$ cat src/rtl/cpu_pkg.sv
// cpu_pkg: shared CPU interrupt definitions.
//   int_source_e      interrupt source numbering, bit 0 = highest priority
//   INT_VECTOR_BASE   vector of source 0
//   INT_VECTOR_STRIDE spacing between consecutive vectors
//   IF_UNUSED_BITS    constant upper bits returned when IF is read
//   vector_of()       vector address for a source index
package cpu_pkg;
  typedef enum logic [2:0] {
    IntVBlank = 3'd0,
    IntStat   = 3'd1,
    IntTimer  = 3'd2,
    IntSerial = 3'd3,
    IntJoypad = 3'd4
  } int_source_e;
  localparam logic [7:0] INT_VECTOR_BASE   = 8'h40;
  localparam logic [7:0] INT_VECTOR_STRIDE = 8'd8;
  localparam logic [2:0] IF_UNUSED_BITS    = 3'b111;
  function automatic logic [7:0] vector_of(input logic [7:0] base, input logic [7:0] stride,
                                           input logic [7:0] n);
    return base + n * stride;
  endfunction
endpackage

$ cat src/rtl/int_priority_enc.sv
// int_priority_enc: combinational priority encoder, lowest set index wins.
//   req_i    N-bit request vector
//   valid_o  any request bit set
//   idx_o    index of the lowest set bit (0 when none)
module int_priority_enc #(
  parameter int N  = 5,
  parameter int IW = (N > 1) ? $clog2(N) : 1
) (
  input  logic [N-1:0]  req_i,
  output logic          valid_o,
  output logic [IW-1:0] idx_o
);
  always_comb begin
    valid_o = |req_i;
    idx_o   = '0;
    // scan downward so the lowest set index is the last to assign
    for (int i = N - 1; i >= 0; i--)
      if (req_i[i]) idx_o = IW'(i);
  end
endmodule

$ cat src/rtl/cpu_interrupt_ctrl.sv
// cpu_interrupt_ctrl: holds IF/IE, raises CPU interrupt requests and latches the dispatch vector.
//   clk, reset   clock; synchronous active-high reset
//   t_cycle      T-cycle phase; register commits only at phase 3
//   irq_src      peripheral requests (pulses, or levels with edge detect)
//   reg_sel_if   access targets IF (FF0F)
//   reg_sel_ie   access targets IE (FFFF)
//   reg_write    write strobe, reg_wdata write data
//   reg_rdata    IF -> {111,IF}; IE -> IE; no select -> FF
//   ime          interrupt master enable
//   int_ack      dispatch M-cycle fetching the vector
//   int_req      ime & any enabled pending interrupt
//   halt_wake    any enabled pending interrupt, regardless of ime
//   int_vector   vector latched at the last ack (00 for a cancelled dispatch)
// Build option: define INT_EDGE_DETECT_EN to treat irq_src as levels that set IF on rising edges.
module cpu_interrupt_ctrl
  import cpu_pkg::*;
#(
  parameter int         NUM_SOURCES   = 5,
  parameter logic [7:0] VECTOR_BASE   = INT_VECTOR_BASE,
  parameter logic [7:0] VECTOR_STRIDE = INT_VECTOR_STRIDE
) (
  input  logic                   clk,
  input  logic                   reset,
  input  logic [1:0]             t_cycle,
  input  logic [NUM_SOURCES-1:0] irq_src,
  input  logic                   reg_sel_if,
  input  logic                   reg_sel_ie,
  input  logic                   reg_write,
  input  logic [7:0]             reg_wdata,
  output logic [7:0]             reg_rdata,
  input  logic                   ime,
  input  logic                   int_ack,
  output logic                   int_req,
  output logic                   halt_wake,
  output logic [7:0]             int_vector
);
  localparam int IW = (NUM_SOURCES > 1) ? $clog2(NUM_SOURCES) : 1;
  logic [NUM_SOURCES-1:0] if_q, if_d, if_wr, pending, set_mask, clr_mask;
  logic [7:0]             ie_q, ie_d, vec_q, vec_d;
  logic                   commit, ack, pend_valid;
  logic [IW-1:0]          pend_idx;
  assign commit    = t_cycle == 2'd3;
  assign ack       = commit & int_ack;
  // pending is taken from the registers, so an ack sees IF/IE as they were before this edge
  assign pending   = ie_q[NUM_SOURCES-1:0] & if_q;
  assign halt_wake = |pending;
  assign int_req   = ime & halt_wake;
  assign int_vector = vec_q;
  int_priority_enc #(.N(NUM_SOURCES), .IW(IW)) u_enc (
    .req_i  (pending),
    .valid_o(pend_valid),
    .idx_o  (pend_idx)
  );
`ifdef INT_EDGE_DETECT_EN
  logic [NUM_SOURCES-1:0] hist_q;
  // history clears on reset so a source already high at release counts as a fresh edge
  always_ff @(posedge clk) hist_q <= reset ? '0 : irq_src;
  assign set_mask = irq_src & ~hist_q;
`else
  assign set_mask = irq_src;
`endif
  assign clr_mask = NUM_SOURCES'(1) << pend_idx;
  // write, then ack clear, then new requests; a new request always wins
  assign if_wr = (commit & reg_write & reg_sel_if) ? reg_wdata[NUM_SOURCES-1:0] : if_q;
  assign if_d  = ((ack & pend_valid) ? (if_wr & ~clr_mask) : if_wr) | set_mask;
  assign ie_d  = (commit & reg_write & reg_sel_ie) ? reg_wdata : ie_q;
  assign vec_d = ack ? (pend_valid ? vector_of(VECTOR_BASE, VECTOR_STRIDE, 8'(pend_idx)) : 8'h00) : vec_q;
  always_ff @(posedge clk) begin
    if (reset) begin
      if_q  <= '0;
      ie_q  <= '0;
      vec_q <= 8'h00;
    end else begin
      if_q  <= if_d;
      ie_q  <= ie_d;
      vec_q <= vec_d;
    end
  end
  assign reg_rdata = reg_sel_if ? {IF_UNUSED_BITS, if_q} : reg_sel_ie ? ie_q : 8'hFF;
endmodule

$ cat config.mk
export PLATFORM = sky130hd
export DESIGN_NAME = cpu_interrupt_ctrl
export DESIGN_NICKNAME = d
export VERILOG_FILES = /design/src/rtl/cpu_pkg.sv /design/src/rtl/int_priority_enc.sv /design/src/rtl/cpu_interrupt_ctrl.sv
export SDC_FILE = /design/constraint.sdc
export NUM_CORES = 1
export LEC_CHECK = 0
export ABC_AREA = 1
export CORE_ASPECT_RATIO = 0.9
export CORE_MARGIN = 3
export CORE_UTILIZATION = 37
export CTS_CLUSTER_SIZE = 8
export DETAILED_ROUTE_END_ITERATION = 7
export PLACE_DENSITY_LB_ADDON = 0.05
export REMOVE_ABC_BUFFERS = 1
export SYNTH_ARGS = -nofsm -noshare
export SYNTH_HDL_FRONTEND = slang
export SYNTH_SLANG_ARGS = --single-unit
$ cat constraint.sdc
create_clock -name clk -period 1 [get_ports clk]
set_input_delay 0.2 -clock clk [delete_from_list [all_inputs] [get_ports clk]]
set_output_delay 0.2 -clock clk [all_outputs]
set_load 0.005 [all_outputs]
==> results of run 1 <==
worst min-delay path, stage by stage:
cell            delay (ps)
dlymetal6s2s_1         150
nand3_4                130
a21oi_4                 40
buf_6                  110
nor2_2                  60
path summary, 6_finish.rpt:
check / startpoint / endpoint / slack (ps) / cells past startpoint
worst max-delay path: ie_q[2] / int_req / -380 / 6
worst max register to register: ie_q[3] / if_q[4] / -270 / 9
worst min register to register: ie_q[7] / ie_q[7] / 450 / 2
worst min-delay path: int_ack / int_vector[4] / 430 / 5
final cells by class:
class / instances / share of cell area, %
clock buffer: 3 / 1.29
clock inverter: 1 / 0.286
inverter: 19 / 4.50
multi-input combinational: 97 / 36.9
sequential: 17 / 20.7
tap: 27 / 1.93
timing repair buffer: 73 / 34.0
timing repair inverter: 1 / 0.429
sequential cells by signal, summed over array words and instances (netlist names):
| register | cells |
|---|---|
| if_q | 5 |
| ie_q | 8 |
| int_vector | 4 |
layout by cell type (no fill, tap or decap):
master and instances:
buf_6 10, dfxtp_2 15, nor2_4 6, o21ai_0 6
clkinvlp_4 1, a21boi_2 1, nand2_1 14, o21ai_2 4
dfxtp_1 1, buf_2 15, dlygate4sd2_1 4, nand3_4 4
nor2_1 12, nor2_2 2, a21oi_4 1, nand2_4 5
a21oi_2 6, dfxtp_4 1, inv_2 6, buf_4 28
conb_1 4, dlymetal6s2s_1 1, nand3_2 3, inv_4 3
a21oi_1 7, inv_1 10, clkbuf_4 3, nand3_1 1
clkinv_2 1, nand2_2 5, clkdlybuf4s50_1 15, o21ai_1 16
logic make-up (layout without fill, tap and decap cells):
logic type	after synthesis	in the layout
other	1	4
AND/OR/NAND/NOR	51	52
AO/OA/AOI/OAI	41	41
flip-flops	17	17
buffers and inverters	26	97
per-layer routing:
layer  global-route usage [%]  vias up  part of all wire (%)
met3                     4.15        9                   7.1
met2                     37.8       46                    51
met4                     9.27        0                   2.7
met5                        0        -                     0
li1                         -      583                     -
met1                     29.9      558                    39
power by group:
group          internal (mW)  switching, mW
logic                  0.238          0.213
clock network          0.149          0.234
registers              0.712         0.0234
total                   1.10          0.470
repair_timing:
item                                    4_1_cts  5_1_grt
setup buffers                                17        9
resized for setup                           123       44
endpoints found under the setup margin       31       25
gates cloned                                  2        0
pin swaps                                    21       17
hold buffers                                  0        0
==> metrics.cfg, run 1 <==
[global_routing]
gr-total-overflow = 0
grt_pass1_vias = 1167
antenna_found_initial = 0
grt_start_max_net_pins = 12
grtUsageTotal_pct = 23.1
grt_pass1_wl_um = 5400

[synthesis]
synthXorXnorAreaFrac_pct = 0
synth_area_leader_cell = dfxtp_1
synthDistinctLibCells = 18
synth_edf_count = 0
yosys.area_share.simple_pct = 25.6
synth.most_common_cell = o21ai_0
yosysTopAreaCellShare_pct = 37.7
syn_area_per_cell_um2 = 6.64
async_flop_share_pct = 0
syn-cell-area_um2 = 903
ys.flop_type = dfxtp_1
synth_top_family_by_area = simple AND/OR/NAND/NOR gates
muxShareOfSynthArea_pct = 0
syn-instance-count = 136
yosys_register_bits = 17
ys_seq_area_share_pct = 37.7
synth_compound_gate_area_share_pct = 23.0
synthAdderAreaFrac_pct = 0
synth_area_leaders = dfxtp_1, o21ai_0, nand2_1, a21oi_1, inv_1
yosys-top-cells-count = o21ai_0, nand2_1, inv_1
yosys_warnings = 0

[worst_setup_path]
crit_top_cell = nand2_4
critPathMaxFanout = 2
cp.arrival_ps = 1180
crit_chain = nand2_4 > nand2_4 > nor2_4 > buf_6 > a21boi_2 > buf_2
start_kind = register
path_delay_family = flip-flops
crit_required_ps = 800
slowest_delay_ps = 370
crit_type = register to primary output
cp_slowest_cell = dfxtp_2
crit_buf_inv = 2
end_kind = primary output

[sta]
fin_crit_ps = 1380
drv_slew = 0
grt_setup_unrepaired = yes
worst_slack_ps = -385
hold_ws_ps = 429
fin_setup_tns_ps = -3640
fmaxAchievable_mhz = 722
finalClockSkew_ps = 5.78
hold_viol = 0
period_share_pct = 138
setup_viol = 19

[place]
gp_congestion = 0.783
placed_cell_area_um2 = 1390
dp_slack_ps = -792
port_buffers = 35
hpwl_um = 1950
placed_cells = 212

[final_layout]
drive_gt1_share_pct = 56.9
fin_nets = 234
finish.instance_area_um2 = 1750
fin_util_pct = 78.1
areaGrowthSynthToFinish_pct = 93.9
stdcell_count = 238
multi_input_area_um2 = 646
fillers = 172
antenna_cells = 0
seqCellArea_um2 = 363

[clock_network]
cts_root_buf = clkbuf_4
cts-htree-levels = 1
insertion_delay_ps = 300
clock-sinks = 17
cts_tree = done
clock_path_buffers = 2
cts_buffers = 3
path_clk_slew_ps = 110

[floorplan]
die_height_um = 52.9
dieWidth_um = 58.1
initial_core_util_pct = 40.3
core_area_um2 = 2240
io_pins = 40
dieArea_um2 = 3070
num_rows = 16

[status]
status = finished with violations
violations = setup timing

[pwr]
power.leakage_nw = 0.817
totalPowerFinal_mw = 1.57
cellPowerDensity_nw_per_um2 = 896
ir_drop_mv = 0.687

[worst_hold_path]
hold_class = input port to register

[routing]
drtIter0Drc = 34
drc = 0
wl_um = 3310
post_drt_wl_per_cell_um = 13.9
vias = 1196
first_pass_iters = 4
ant_nets = 0
viasPerCell = 5.03

[job]
maxCapViolCount = 0

(Power assumes the default switching activity.)
==> run 2: changes to the inputs <==
Settings changed: ABC_AREA 1 to not set.
==> run 2 against run 1 <==
The run still ends with setup timing left. First-iteration DRC count shrank 38%. Synthesized cell count is 18% lower. Register-to-register slack better by 30 ps. Combinational power up 2%. Hold slack gained 18 ps. Sequential cell count is the same. Global-route usage grew 2.8 points. Sequential share of layout area is 0.36 points lower. Critical path depth down 2. Sequential power is 1% lower. Die area shrank 0.86%. Non-clock buffer count is 2 higher. Largest power group unchanged. Highest routed layer unchanged.
==> metrics.cfg, run 2 <==
[final_layout]
areaGrowthSynthToFinish_pct = 97.9
seqCellArea_um2 = 360  ; -0.69%
layout_common_cells = buf_4, buf_6, nand2_1, dfxtp_2, clkdlybuf4s50_1
fillers = 152  ; -12%
fin_nets = 209  ; -11%
finish.instance_area_um2 = 1770  ; +1.1%
layout_commonest_cell = buf_4
antenna_cells = 0  ; unchanged
multi_input_area_um2 = 669  ; +3.7%
largest_reg_flops = 8  ; unchanged
drive_gt1_share_pct = 59.7  ; +2.8 points
top_register = ie_q
stdcell_count = 213  ; -11%

[job]
maxCapViolCount = 0  ; unchanged

[floorplan]
io_pins = 40  ; unchanged
initial_core_util_pct = 39.9  ; -0.39 points
num_rows = 16  ; unchanged
dieWidth_um = 57.8  ; -0.44%
dieArea_um2 = 3040  ; -0.86%
die_height_um = 52.7  ; -0.43%
core_area_um2 = 2240  ; unchanged

[pwr]
pwr-share-comb_pct = 29.3  ; +0.6 points
cellPowerDensity_nw_per_um2 = 885  ; -1.2%
swShare_pct = 28.3  ; -1.7 points
seq_power_share_pct = 46.3  ; -0.6 points
p_sw_mw = 0.443  ; -5.8%
ir_drop_mv = 0.742  ; +8.0%
power.leakage_nw = 0.792  ; -3.0%
pwr-share-clk_pct = 24.4  ; about the same
p_int_mw = 1.12  ; +2.2%

[clock_network]
cts-htree-levels = 1  ; unchanged
insertion_delay_ps = 300  ; about the same
cts_tree = done
clock_path_buffers = 2  ; unchanged
cts_root_buf = clkbuf_4
clock-sinks = 17  ; unchanged
cts_buffers = 3  ; unchanged
cts_hold_buf = 0  ; unchanged
path_clk_slew_ps = 100  ; about the same

[status]
violations = setup timing
status = finished with violations

[worst_setup_path]
regToRegStartpoint = if_q[1]
slowest_delay_ps = 340  ; -30 ps
reg2reg_slack_ps = -240  ; +30 ps
critPathMaxFanout = 2  ; unchanged
end_kind = primary output
cp-endpoint = int_req
rr_worst_depth = 5  ; -4
crit_type = register to primary output
cp_slowest_cell = dfxtp_2
cp.arrival_ps = 1280  ; +100 ps
crit_chain = a22oi_2 > nand3_2 > and2_1 > buf_2
start_kind = register
crit_required_ps = 800  ; about the same
crit_buf_inv = 1  ; -1
r2r-end = if_q[4]
cp.depth = 4  ; -2
path_delay_family = flip-flops
crit_path_start = ie_q[3]

[place]
port_buffers = 35  ; unchanged
placed_cell_area_um2 = 1440  ; +3.9%
hpwl_um = 2070  ; +5.9%
placed_cells = 195  ; -8.0%
dp_slack_ps = -802  ; -9.54 ps
gp_congestion = 0.892  ; +14%

[routing]
vias = 1139  ; -4.8%
first_pass_iters = 4  ; unchanged
post_drt_wl_per_cell_um = 16.9  ; +22%
drtIter0Drc = 21  ; -38%
ant_nets = 0  ; unchanged
wl_um = 3610  ; +8.9%
drc = 0  ; unchanged
viasPerCell = 5.35  ; +6.4%

[global_routing]
antenna_found_initial = 0  ; unchanged
gr-total-overflow = 0  ; unchanged
grt_pass1_wl_um = 5780  ; +7.2%
grt_start_max_net_pins = 10  ; -2
grt_pass1_vias = 1190  ; +2.0%
grtUsageTotal_pct = 25.9  ; +2.8 points

[synthesis]
synthDistinctLibCells = 32  ; +14
synth_area_leader_cell = dfxtp_1
ys.flop_type = dfxtp_1
ys_seq_area_share_pct = 38.0  ; +0.37 points
yosysTopAreaCellShare_pct = 38.0  ; +0.37 points
yosys-top-cells-count = nand2_1, a21oi_1, dfxtp_1
yosys_warnings = 0  ; unchanged
synth_edf_count = 0  ; unchanged
yosys_register_bits = 17  ; unchanged
syn-instance-count = 112  ; -18%
syn_area_per_cell_um2 = 7.99  ; +20%
syn-cell-area_um2 = 895  ; -0.97%
synth_area_leaders = dfxtp_1, a21oi_1, nand2_1, nor3b_1, buf_4
async_flop_share_pct = 0  ; unchanged
synth.most_common_cell = nand2_1

[sta]
setup_viol = 18  ; -1
fin_setup_tns_ps = -3950  ; -310 ps
worst_slack_ps = -484  ; -99.2 ps
finalClockSkew_ps = 4.34  ; -1.44 ps
grt_setup_unrepaired = yes
period_share_pct = 148  ; +9.9 points
fin_crit_ps = 1480  ; +99.2 ps
fmaxAchievable_mhz = 674  ; -6.7%
drv_slew = 0  ; unchanged
hold_viol = 0  ; unchanged

[worst_hold_path]
hold_class = input port to register

run 2: cell types whose count changed after synthesis, sizes merged, moves of 2 or more:
cell    previous run  this run
a21oi             14        19
a22oi              0         3
inv               19         5
mux2               0         4
nand2             24        21
nand2b             0         3
nand3              8         3
nand4              0         3
nor2              19         7
nor3               0         2
nor3b              0         5
o21ai             26         0
run 2: worst min path at each step:
stage | from | end | slack (ps) | depth (start not counted)
global placement | ie_q[5] | ie_q[5] | 440 | 2
global route | reg_wdata[7] | ie_q[7] | 470 | 3
floorplan | reset | ie_q[0] | 270 | 1
CTS | reg_wdata[7] | ie_q[7] | 430 | 3
finish | reg_sel_ie | ie_q[5] | 450 | 5
detailed placement | ie_q[5] | ie_q[5] | 440 | 2
run 2: through the flow:
stage / utilization [%] / power (mW) / hold WS, ps
global placement: 64.2 / 1.08 / 440
detailed placement: 64.2 / 1.09 / 443
CTS: 75.8 / 1.53 / 434
global route: 79.0 / 1.64 / 467
floorplan: - / 0.835 / 269
finish: 79.0 / 1.57 / 447
run 2: what timing repair did:
action / CTS / global route
endpoints found under the hold margin: 0 / 0
buffers inserted: 16 / 5
pin swaps: 22 / 12
resized for setup: 129 / 23
cloned: 0 / 0
endpoints found under the setup margin: 31 / 23
run 2: kinds of logic (layout without fill, tap and decap cells):
kind of cell | count (synthesis) | after routing | synth area share [%]
flip-flops | 17 | 17 | 38.0
buffers and inverters | 13 | 84 | 7.27
AO/OA/AOI/OAI | 26 | 26 | 17.9
other | 1 | 4 | 0.419
AND/OR/NAND/NOR | 50 | 50 | 29.8
multiplexers | 5 | 5 | 6.57
run 2: power by group through the flow:
stage / clock, mW / combinational [mW] / sequential, mW
5_1_grt: 0.424 / 0.488 / 0.728
3_3_place_gp: 0 / 0.351 / 0.729
6_report: 0.383 / 0.459 / 0.725
2_1_floorplan: 0 / 0.0997 / 0.736
3_5_place_dp: 0 / 0.358 / 0.730
4_1_cts: 0.400 / 0.409 / 0.722
run 2: area by class of cell:
class	count	area share, %
flip-flops and latches	17	20.4
clock buffers	4	1.48
multi-input cells	85	37.8
well taps	27	1.91
inverters	5	1.06
repair buffers	75	37.4
run 2: routing by layer:
metal	track usage, %	up-vias	routed length (um)
met5	0	-	0
met4	8.88	0	93
met3	6.90	13	206
met2	49.1	43	1960
met1	27.4	551	1350
li1	-	532	-
run 2: worst reg2reg max path: cells and delay by family (launching register included):
| kind | cells | cell delay, ps |
|---|---|---|
| AO/OA/AOI/OAI | 2 | 410 |
| flip-flops | 1 | 340 |
| AND/OR/NAND/NOR | 2 | 210 |
| buffers and inverters | 1 | 180 |
